$ cat src/rtl/bomb_referee_if.sv
// Bundle between the bomb's top-level FSM side and the game referee.
//   fsm_state    : FSM current state (IDLE=0 .. SUCCESS=5)
//   module_en    : mask of puzzle modules present in this game
//   solved_pulse : 1-cycle per-module "solved" pulses
//   strike_pulse : 1-cycle per-module "wrong action" pulses
//   explode      : detonation request (level)
//   all_solved   : every enabled module solved (level)
//   seconds_left : remaining countdown seconds
//   strikes      : current strike count
//   solved_mask  : latched solved flags
//   tick         : 1-cycle pulse per countdown decrement
interface bomb_referee_if #(
    parameter int NUM_MODULES = 6
);
    logic [2:0]             fsm_state;
    logic [NUM_MODULES-1:0] module_en;
    logic [NUM_MODULES-1:0] solved_pulse;
    logic [NUM_MODULES-1:0] strike_pulse;
    logic                   explode;
    logic                   all_solved;
    logic [9:0]             seconds_left;
    logic [1:0]             strikes;
    logic [NUM_MODULES-1:0] solved_mask;
    logic                   tick;

    // master: the FSM / puzzle side that feeds the referee
    modport master (
        output fsm_state, module_en, solved_pulse, strike_pulse,
        input  explode, all_solved, seconds_left, strikes, solved_mask, tick
    );

    // slave: the referee itself
    modport slave (
        input  fsm_state, module_en, solved_pulse, strike_pulse,
        output explode, all_solved, seconds_left, strikes, solved_mask, tick
    );
endinterface

$ cat src/rtl/bomb_referee.sv
// Game-rules controller beside the bomb FSM: countdown timer with a
// strike-accelerated prescaler, strike counter, and latched solved flags.
// Ports:
//   clk : system clock
//   rst : synchronous active-high reset
//   bus : bomb_referee_if.slave (FSM state + module pulses in, status out)
// All outputs are registered; input pulses show up one clk later.
module bomb_referee #(
    parameter int NUM_MODULES   = 6,
    parameter int TICK_DIV      = 50000000,
    parameter int START_SECONDS = 300,
    parameter int MAX_STRIKES   = 3
) (
    input logic           clk,
    input logic           rst,
    bomb_referee_if.slave bus
);
    localparam int             PW       = (TICK_DIV > 1) ? $clog2(TICK_DIV) : 1;
    localparam logic [PW:0]    DIV      = (PW+1)'(TICK_DIV);
    localparam logic [9:0]     SEC0     = 10'(START_SECONDS);
    localparam logic [1:0]     SMAX     = 2'(MAX_STRIKES);
    localparam logic [2:0]     FS_IDLE  = 3'd0;
    localparam logic [2:0]     FS_ARMED = 3'd2;

    typedef enum logic [1:0] {WAIT, RUN, DONE_FAIL, DONE_WIN} state_t;

    state_t                 state;
    logic [PW-1:0]          presc;
    logic [NUM_MODULES-1:0] en_q;
    logic [NUM_MODULES-1:0] mask_q;
    logic [9:0]             sec_q;
    logic [1:0]             strikes_q;
    logic                   explode_q, win_q, tick_q;

    logic [PW:0]            limit;
    logic                   wrap, dec, timeout, strike_inc, boom, win;
    logic [PW-1:0]          presc_nxt;
    logic [1:0]             strikes_nxt;
    logic [NUM_MODULES-1:0] solve_new, strike_vec, mask_nxt;

    always_comb begin
        // Each strike halves the prescaler period. Using >= rather than ==
        // lets a shrinking limit force an immediate wrap.
        limit       = DIV >> strikes_q;
        wrap        = ({1'b0, presc} + (PW+1)'(1)) >= limit;
        presc_nxt   = wrap ? '0 : presc + PW'(1);
        dec         = wrap && (sec_q != 10'd0);
        timeout     = dec && (sec_q == 10'd1);

        solve_new   = bus.solved_pulse & en_q & ~mask_q;
        // A solve in the same cycle masks a strike from that module.
        strike_vec  = bus.strike_pulse & en_q & ~mask_q & ~bus.solved_pulse;
        strike_inc  = (|strike_vec) && (strikes_q != SMAX);
        strikes_nxt = strike_inc ? strikes_q + 2'd1 : strikes_q;
        mask_nxt    = mask_q | solve_new;

        boom        = timeout || (strike_inc && (strikes_nxt == SMAX));
        // explode beats a coincident final solve
        win         = ((mask_nxt & en_q) == en_q) && !boom;
    end

    always_ff @(posedge clk) begin
        if (rst || bus.fsm_state == FS_IDLE) begin
            state     <= WAIT;
            presc     <= '0;
            en_q      <= '0;
            mask_q    <= '0;
            sec_q     <= SEC0;
            strikes_q <= '0;
            explode_q <= 1'b0;
            win_q     <= 1'b0;
            tick_q    <= 1'b0;
        end else begin
            tick_q <= 1'b0;
            case (state)
                WAIT: begin
                    if (bus.fsm_state == FS_ARMED) begin
                        en_q  <= bus.module_en;
                        presc <= '0;
                        state <= RUN;
                    end
                end
                RUN: begin
                    presc     <= presc_nxt;
                    tick_q    <= dec;
                    if (dec) sec_q <= sec_q - 10'd1;
                    strikes_q <= strikes_nxt;
                    mask_q    <= mask_nxt;
                    if (boom) begin
                        explode_q <= 1'b1;
                        state     <= DONE_FAIL;
                    end else if (win) begin
                        win_q <= 1'b1;
                        state <= DONE_WIN;
                    end
                end
                default: ; // DONE_*: everything frozen
            endcase
        end
    end

    assign bus.explode      = explode_q;
    assign bus.all_solved   = win_q;
    assign bus.seconds_left = sec_q;
    assign bus.strikes      = strikes_q;
    assign bus.solved_mask  = mask_q;
    assign bus.tick         = tick_q;
endmodule
$ cat src/flat_wrapper.sv
// flat-port wrapper written by rule: the top's interface ports become plain ports
module bomb_referee_flat 
#(
    parameter int NUM_MODULES   = 6,
    parameter int TICK_DIV      = 50000000,
    parameter int START_SECONDS = 300,
    parameter int MAX_STRIKES   = 3
)
  (clk, rst, bus_fsm_state, bus_module_en, bus_solved_pulse, bus_strike_pulse, bus_explode, bus_all_solved, bus_seconds_left, bus_strikes, bus_solved_mask, bus_tick);
  bomb_referee_if #(.NUM_MODULES(NUM_MODULES)) bus_i ();
  input logic clk;
  input logic rst;
  input wire logic [$bits(bus_i.fsm_state)-1:0] bus_fsm_state;
  input wire logic [$bits(bus_i.module_en)-1:0] bus_module_en;
  input wire logic [$bits(bus_i.solved_pulse)-1:0] bus_solved_pulse;
  input wire logic [$bits(bus_i.strike_pulse)-1:0] bus_strike_pulse;
  output wire logic [$bits(bus_i.explode)-1:0] bus_explode;
  output wire logic [$bits(bus_i.all_solved)-1:0] bus_all_solved;
  output wire logic [$bits(bus_i.seconds_left)-1:0] bus_seconds_left;
  output wire logic [$bits(bus_i.strikes)-1:0] bus_strikes;
  output wire logic [$bits(bus_i.solved_mask)-1:0] bus_solved_mask;
  output wire logic [$bits(bus_i.tick)-1:0] bus_tick;
  assign bus_i.fsm_state = bus_fsm_state;
  assign bus_i.module_en = bus_module_en;
  assign bus_i.solved_pulse = bus_solved_pulse;
  assign bus_i.strike_pulse = bus_strike_pulse;
  assign bus_explode = bus_i.explode;
  assign bus_all_solved = bus_i.all_solved;
  assign bus_seconds_left = bus_i.seconds_left;
  assign bus_strikes = bus_i.strikes;
  assign bus_solved_mask = bus_i.solved_mask;
  assign bus_tick = bus_i.tick;
  bomb_referee #(.NUM_MODULES(NUM_MODULES), .TICK_DIV(TICK_DIV), .START_SECONDS(START_SECONDS), .MAX_STRIKES(MAX_STRIKES)) u_core (.clk(clk), .rst(rst), .bus(bus_i));
endmodule
$ cat config.mk
export PLATFORM = sky130hd
export DESIGN_NAME = bomb_referee_flat
export DESIGN_NICKNAME = d
export VERILOG_FILES = /design/src/rtl/bomb_referee_if.sv /design/src/rtl/bomb_referee.sv /design/src/flat_wrapper.sv
export SDC_FILE = /design/constraint.sdc
export NUM_CORES = 1
export LEC_CHECK = 0
export ABC_AREA = 1
export BUFFER_PORTS_ARGS = -buffer_cell sky130_fd_sc_hd__buf_2
export CAP_MARGIN = 10
export CORE_MARGIN = 5
export CORE_UTILIZATION = 40
export DETAILED_ROUTE_END_ITERATION = 8
export MAX_ROUTING_LAYER = met4
export SYNTH_ARGS = -nofsm -noshare
export SYNTH_HDL_FRONTEND = slang
export SYNTH_SLANG_ARGS = --single-unit
$ cat constraint.sdc
create_clock -name clk -period 3.8 [get_ports clk]
set_input_delay 0 -clock clk [delete_from_list [all_inputs] [get_ports clk]]
set_output_delay 0 -clock clk [all_outputs]
set_load 0.01 [all_outputs]
# Yosys cells after proc, flatten, opt, wreduce, memory -nomap -nowiden
# Cells that the tools add are included.
# totals
ff_bits	55
in_bits	23
out_inout_bits	21
# classes
n_addsub	4
magnitude_cmp	1
n_eq_ne	8
n_shift	1
mux	8
n_bitwise	11
reduce_logical	20
# ops
operator	count
26-bit 2-to-1 mux	2
26-bit one-hot mux with 2 select lines	1
6-bit bitwise AND	6
26-bit by 1-bit adder with 27-bit output, second input constant	1
27-bit >= comparator	1
26-bit by 2-bit >> shifter with 27-bit output, first input constant	1
26-bit by 1-bit adder with 26-bit output, second input constant	1
6-bit inverter	2
10-bit by 1-bit == test with 1-bit output, second input constant	1
10-bit nonzero test	1
10-bit by 1-bit subtractor with 10-bit output, second input constant	1
2-bit 2-to-1 mux	4
2-bit AND reduction	4
6-bit == test	1
6-bit bitwise OR	1
3-bit AND reduction	2
6-bit OR reduction	1
1-bit logical AND	5
2-bit one-hot mux with 2 select lines	1
3-bit by 2-bit == test with 1-bit output, second input constant	1
3-bit logical NOT	1
3-bit by 1-bit != test with 1-bit output, second input constant	1
2-bit by 1-bit adder with 2-bit output, second input constant	1
2-bit by 1-bit == test with 1-bit output, second input constant	1
9 further kinds	11

# Logic depth before layout (Yosys ltp)
# Gate-level depths: netlist (run 1).
# depth
depth_word	14
depth_mapped	24
ltp_nobuf	24

# Least setup slack after synthesis (run 1)
# No wires, ideal clock.
# synth_timing
path_type	reg2reg
startpoint	register u_core.presc[0]
endpoint	register u_core.sec_q[5], in the netlist u_core.bus.seconds_left[5]
setup_ns	0.134
t_arrival_ns	2.801
slack_ns	0.865
stages_incl_launch_ff	24
period_less_slack_ns	2.935
path_cell_list	dfxtp_1 > ha_1 > nand2_2 > nor2_4 > nand3_1 > nor3_1 > nand3_1 > xnor2_1 > ha_1 > nand2_1 > inv_1 > nand3_1 > nor2_1 > nand3_1 > nor2_1 > nand2_1 > nor2_2 > nor2_2 > nand2_2 > nand3_2 > inv_2 > nand2_1 > nand2_1 > nand3_1
# synth_via
elab_chain_len	4
# synth_rtl
item	line_no	text
from (decl)	bomb_referee.sv:28	logic [PW-1:0] presc;
from (signal assigned)	bomb_referee.sv:84	presc <= presc_nxt;
26-bit by 1-bit adder with 27-bit output	bomb_referee.sv:45	wrap = ({1'b0, presc} + (PW+1)'(1)) >= limit;
27-bit >= comparator	bomb_referee.sv:45	
1-bit logical AND	bomb_referee.sv:47	dec = wrap && (sec_q != 10'd0);
2-bit AND reduction (no source line)	-	
to (signal assigned)	bomb_referee.sv:86	if (dec) sec_q <= sec_q - 10'd1;
to (decl)	bomb_referee.sv:31	logic [9:0] sec_q;
# Every way passes these cells.
# A chain may end at the register's enable or synchronous reset.

# Worst setup path after layout (run 1)
# layout_timing
startpoint	register u_core.presc[0]
endpoint	register u_core.presc[2]
# layout_via
elab_chain_len	4
# layout_rtl
item	line_no	text
26-bit by 1-bit adder with 27-bit output	bomb_referee.sv:45	
27-bit >= comparator	bomb_referee.sv:45	
26-bit 2-to-1 mux *	bomb_referee.sv:46	presc_nxt = wrap ? '0 : presc + PW'(1);
26-bit one-hot mux with 2 select lines *	bomb_referee.sv:75	case (state)
# Every way passes the cells marked *; elsewhere a longest branch is shown, timed or not.

==> results of run 1 <==
## registers in the layout, indices dropped and copies added (netlist names)
register,cells
u_core.bus.all_solved,1
u_core.presc,26
u_core.bus.solved_mask,6
u_core.en_q,6
u_core.state,2
u_core.bus.strikes,2
u_core.bus.seconds_left,10
u_core.bus.tick,1
u_core.bus.explode,1
## how the worst min path moves through the flow
stage                        startpoint                                 endpoint  slack (ns)  cells after the start
floorplan           bus_solved_pulse[3]   u_core.bus.solved_mask[3]$_SDFFE_PP0P_        0.17                      2
global placement    bus_solved_pulse[4]   u_core.bus.solved_mask[4]$_SDFFE_PP0P_        0.26                      3
detailed placement  bus_solved_pulse[5]   u_core.bus.solved_mask[5]$_SDFFE_PP0P_        0.27                      3
CTS                                 rst  u_core.bus.seconds_left[8]$_SDFFE_PP1P_        0.07                      4
global route                        rst  u_core.bus.seconds_left[8]$_SDFFE_PP1P_        0.09                      4
finish                              rst  u_core.bus.seconds_left[8]$_SDFFE_PP1P_        0.08                      4
## synth_stat cells (all sizes together)
cell    count  area, um^2
a21boi      1        7.51
nor2       63         267
a31oi       7        43.8
or3         3        18.8
nand4       8        50.1
or2         2        12.5
o21bai      1        11.3
nor3        6        35.0
a21oi      54         270
o21ai      10        50.1
nand3      32         180
o211ai      2        25.0
nand2     127         487
clkinv      1        3.75
nor4        3        18.8
a21o        1        7.51
xnor2       8        70.1
clkbuf     10        37.5
buf         3        33.8
nand3b      3        22.5
xor2       16         140
dfxtp      55        1100
o21a        1        7.51
inv        61         231
ha         26         325
a211oi      2        15.0
o22ai       1        6.26
## power groups by stage
stage                     combinational, W  clock (W)  sequential (W)
after floorplan                  0.0000725          0        0.000605
final                             0.000113   0.000337        0.000592
after CTS                         0.000113   0.000348        0.000592
after detailed placement          0.000104          0        0.000605
after global routing              0.000128   0.000374        0.000593
after global placement            0.000102          0        0.000604
## critical path, stage by stage (launching register included)
cell	delay, ns
dfxtp_1	0.43
ha_1	0.25
nand2_2	0.11
nor2_4	0.20
nand3_1	0.17
nor3_2	0.22
nand3_1	0.12
xnor2_1	0.21
ha_1	0.26
nand2_1	0.06
inv_1	0.06
nand2_1	0.05
a21boi_0	0.07
o21ai_0	0.15
nand3b_1	0.10
nor2_2	0.16
nand3_2	0.13
inv_4	0.26
nand3_1	0.15
a21oi_1	0.15
## cell usage in the layout (no fill, tap or decap), types with 3 or more instances in the layout
cell type / n
a21oi_1: 54
a31oi_1: 7
buf_2: 43
buf_4: 3
clkbuf_8: 5
dfxtp_1: 55
dlygate4sd3_1: 12
ha_1: 26
inv_1: 59
nand2_1: 123
nand2_2: 4
nand3_1: 28
nand3_2: 3
nand3b_1: 3
nand4_1: 8
nor2_1: 57
nor2_2: 3
nor2_4: 3
nor3_1: 4
nor4_1: 3
o21ai_0: 10
or3_1: 3
xnor2_1: 8
xor2_1: 16
## per-layer routing
metal	track usage, %	up-vias	share of wire, %
met1	22.2	1531	47
met5	-	-	0
li1	-	1749	-
met2	28.7	71	47
met4	3.98	0	1.0
met3	3.09	15	4.7
## final cells by class
type,instances,area [um^2],share of cell area [%]
repair buffers,58,358,8.93
clock buffers,5,68.8,1.72
flip-flops and latches,55,1100,27.5
inverters,62,238,5.93
multi-input cells,377,2080,52.0
well taps,108,135,3.37
clock inverters,3,23.8,0.593
## kinds of logic (layout without fill, tap and decap cells)
logic type | Yosys count | after routing | synth area share [%]
simple gates | 247 | 247 | 31.4
xor+xnor | 24 | 24 | 6.04
compound gates | 80 | 80 | 12.8
buf+inv | 75 | 128 | 8.81
flops | 55 | 55 | 31.7
fa+ha+maj | 26 | 26 | 9.35
## metrics by stage
step / cells / total power, W
floorplan: 507 / 0.000677
detailed placement: 648 / 0.000709
global route: 668 / 0.00110
global placement: 648 / 0.000707
finish: 668 / 0.00104
CTS: 668 / 0.00105
## what timing repair did
action                                  CTS  global route
hold buffers                             12             0
endpoints found under the setup margin    0             8
gates resized for setup                   0             3
endpoints found under the hold margin    12             0
==> run_results.csv, run 1 <==
group,metric,value,unit
critical_path,r2r-start,"u_core.presc[0]$_SDFFE_PP0P_",
die,fp.dieH,103,um
timing,timing.fmax,295,MHz
die,core_area,8590,um^2
cts,clock-sinks,55,
cts,cts.clk_slew.worst_paths,0.10,ns
synth,yosys_warnings,0,
critical_path,rr_endpoint,"u_core.presc[2]$_SDFFE_PP0P_",
die,pin_count,44,
timing,rsz0062_at_grt,"false",
power_and_ir_drop,power_density,260,nW/um^2
drt,ant_nets,0,
die,start_util,40.5,%
power_and_ir_drop,power_frac_comb,10.8,%
timing,hold_slack,0.0848,ns
drt,drc,0,
timing,period_needed,3.39,ns
timing,final_hold_viol_count,0,
drt,wl_per_cell,13.0,um
critical_path,critPathCaptureType,"flip-flop",
synth,syn_inst,507,
synth,syn_area,3480,um^2
cts,clockRootBuffer,"clkbuf_8",
job,maxCapViolations,0,
finish,layout-drive-gt1-share,13.8,%
synth,yosysUniqueCellTypes,34,
timing,worst_slack,0.412,ns
critical_path,worstSetupPathType,"flip-flop to flip-flop",
drt,drtIter0Drc,122,
critical_path,worstSetupStartpoint,"u_core.presc[0]$_SDFFE_PP0P_",
outcome,outcome,"completed",
timing,slew_violations,0,
finish,syn_to_final_growth,15.2,%
timing,slew_headroom,52.0,%
timing,skew,0.00907,ns
place,dpl_cell_area,3780,um^2
cts,cts_inserted_buffers,5,
synth,synth_seq_area_share,31.7,%
drt,dr.pass1.iters,4,
finish,nets,608,
finish,final_core_util,46.6,%
power_and_ir_drop,vdd_drop_max,188,uV
finish,antenna_cells,0,
critical_path,required,4.05,ns
grt,grt_pass1_wl,14500,um
critical_path,cp-start-kind,"flip-flop",
synth,synth.net_count,556,
drt,drt-total-wl,8670,um
critical_path,path_max_fanout,25,
place,gp_congestion,0.895,
die,fp.dieW,103,um
synth,avgSynthCellArea,6.86,um^2
grt,antenna_found_initial,0,
critical_path,rr_worst_depth,19,
place,dp_worst_setup_slack,0.229,ns
cts,worstSkewPairLatency,0.31,ns
power_and_ir_drop,p_leak,1.69,nW
timing,finalCritPeriodShare,89.2,%
cts,ctsHtreeMaxLevel,2,
die,rows,34,
timing,worst_slew_pin_slew,0.719,ns
grt,grt_pass1_vias,3164,
drt,viasPerCell,5.04,
finish,final_cell_area,4010,um^2
die,die-area,10700,um^2
cts,cts_tree,"yes",
place,portBuffers,43,
critical_path,cp_data_arrival_time,3.64,ns
grt,grt_use_total,17.4,%
place,hpwl,6730,um
cts,cts_setup_buffers,0,
cts,clockBufferDepth,2,
drt,vias,3366,
critical_path,crit_path_end,"u_core.presc[2]$_SDFFE_PP0P_",
power_and_ir_drop,internal_power,0.000756,W
timing,setup_viol,0,
critical_path,r2r_setup_slack,0.41,ns
power_and_ir_drop,p_clk_share,32.3,%
power_and_ir_drop,pwr-share-seq,56.8,%
finish,fill_cells,884,
grt,overflow,0,
power_and_ir_drop,switchingPower,0.000285,W
timing,setup_tns,0,ns
hold_path,hold_path_class,"primary input to flip-flop",
synth,ys_seq_elements,55,
power_and_ir_drop,power.share.switching,27.4,%
grt,grt_max_degree,26,
Note: power is estimated with default switching activity, not from simulation.
==> run 2: changes to the inputs <==
CORE_MARGIN = default   (was 5)
==> run 2 against run 1 <==
  * Flip-flop and latch count unchanged
  * Sequential share of layout area about the same
  * Final area is essentially flat
  * Register-to-register slack gained 0.02 ns
  * Global-route usage grew 3.2 points
==> run_results.csv, run 2 (synthesis results as in run 1) <==
group,metric,value,unit
cts,cts_tree,"yes",
critical_path,r2r_setup_slack,0.43,ns
cts,cts.clk_slew.worst_paths,0.10,ns
hold_path,hp-start,"rst",
power_and_ir_drop,power_density,260,nW/um^2
timing,worst_slew_pin_slew,0.759,ns
timing,final_hold_viol_count,0,
place,gp_congestion,0.856,
drt,dr.pass1.iters,4,
die,fp.dieW,95.3,um
place,place_inst,645,
timing,slew_violations,0,
die,die-area,9070,um^2
finish,layout_commonest_cell,"nand2_1",
critical_path,path_max_fanout,25,
critical_path,r2r-start,"u_core.presc[0]$_SDFFE_PP0P_",
critical_path,cp-start-kind,"flip-flop",
die,pin_count,44,
die,fp.dieH,95.3,um
timing,period_needed,3.37,ns
finish,largest_reg_flops,26,
cts,clock-sinks,55,
timing,slew_headroom,49.3,%
die,core_area,8300,um^2
drt,drtIter0Drc,88,
job,maxCapViolations,0,
finish,antenna_cells,0,
critical_path,worstSetupStartpoint,"u_core.presc[0]$_SDFFE_PP0P_",
critical_path,required,4.05,ns
grt,antenna_found_initial,0,
drt,wl_per_cell,12.9,um
finish,syn_to_final_growth,15.1,%
cts,worstSkewPairLatency,0.31,ns
timing,skew,0.00932,ns
die,rows,33,
outcome,outcome,"completed",
cts,clockRootBuffer,"clkbuf_8",
grt,grt_max_degree,26,
cts,clockBufferDepth,2,
finish,layout.cells.most_common_list,"nand2_1, inv_1, nor2_1",
drt,drt-total-wl,8550,um
place,portBuffers,43,
critical_path,worstSetupPathType,"flip-flop to flip-flop",
grt,grt_use_total,20.5,%
finish,final_cells,665,
grt,overflow,0,
place,hpwl,6580,um
finish,layout-drive-gt1-share,13.8,%
critical_path,cp_data_arrival_time,3.62,ns
finish,final_core_util,48.2,%
drt,drc,0,
drt,viasPerCell,5.04,
drt,ant_nets,0,
cts,ctsHtreeMaxLevel,2,
hold_path,hold_path_class,"primary input to flip-flop",
finish,nets,608,
drt,vias,3354,
power_and_ir_drop,vdd_drop_max,171,uV
timing,setup_viol,0,
grt,grt_pass1_wl,14400,um
die,start_util,41.9,%
grt,grt_pass1_vias,3151,
power_and_ir_drop,p_leak,1.69,nW
timing,timing.fmax,297,MHz
critical_path,critPathCaptureType,"flip-flop",
cts,cts_inserted_buffers,5,
timing,finalCritPeriodShare,88.6,%
finish,regMostFlops,"u_core.presc",
## run 2: area by class of cell
type                    instances  area [um^2]
clock buffers                   5         68.8
clock inverters                 3         23.8
fillers                       859         4300
inverters                      62          238
multi-input cells             377         2080
flip-flops and latches         55         1100
well taps                     105          131
repair buffers                 58          358
## run 2: power breakdown
group	switching (W)	internal (W)	total, W
Combinational	0.0000744	0.0000385	0.000113
Clock	0.000203	0.000132	0.000335
Sequential	0.00000634	0.000585	0.000592
## run 2: worst max-delay path: stages (launching register included)
cell and delay (ns):
dfxtp_1 0.43, ha_1 0.25, nand2_2 0.11, nor2_4 0.19, nand3_1 0.17, nor3_2 0.23, nand3_1 0.13, xnor2_1 0.22
ha_1 0.26, nand2_1 0.06, inv_1 0.06, nand2_1 0.05, a21boi_0 0.07, o21ai_0 0.14, nand3b_1 0.10, nor2_2 0.16
nand3_2 0.13, inv_4 0.25, nand3_1 0.14, a21oi_1 0.14
## run 2: path summary, 6_finish.rpt
path | cells past startpoint | end
worst max-delay path | 19 | u_core.presc[2]$_SDFFE_PP0P_
worst min-delay path | 4 | u_core.bus.seconds_left[8]$_SDFFE_PP1P_
worst max register to register | 19 | u_core.presc[2]$_SDFFE_PP0P_
worst min register to register | 2 | u_core.bus.all_solved$_SDFFE_PP0P_
## run 2: metal layers
layer	GRT usage [%]	part of all wire (%)	routed length [um]	up-vias
met3	2.95	3.1	265	8
met1	25.8	48	4110	1550
met5	-	0	0	-
met2	34.9	48	4120	53
met4	4.17	0.69	59	0
li1	-	-	-	1743
## run 2: what timing repair did
action	CTS	global route
hold buffers	12	0
gates resized for setup	0	3
hold endpoints to repair	12	0
setup buffers	0	0
setup endpoints to repair	0	29
## run 2: through the flow
step | area (um^2) | TNS [ns] | setup slack (ns) | hold WS [ns] | power, W
floorplan | 3480 | 0 | 0.865 | 0.166 | 0.000677
global placement | 3780 | 0 | 0.360 | 0.268 | 0.000708
detailed placement | 3780 | 0 | 0.227 | 0.270 | 0.000710
CTS | 3990 | 0 | 0.197 | 0.0879 | 0.00105
global route | 4000 | -0.00385 | -0.00385 | 0.100 | 0.00109
finish | 4000 | 0 | 0.432 | 0.0884 | 0.00104
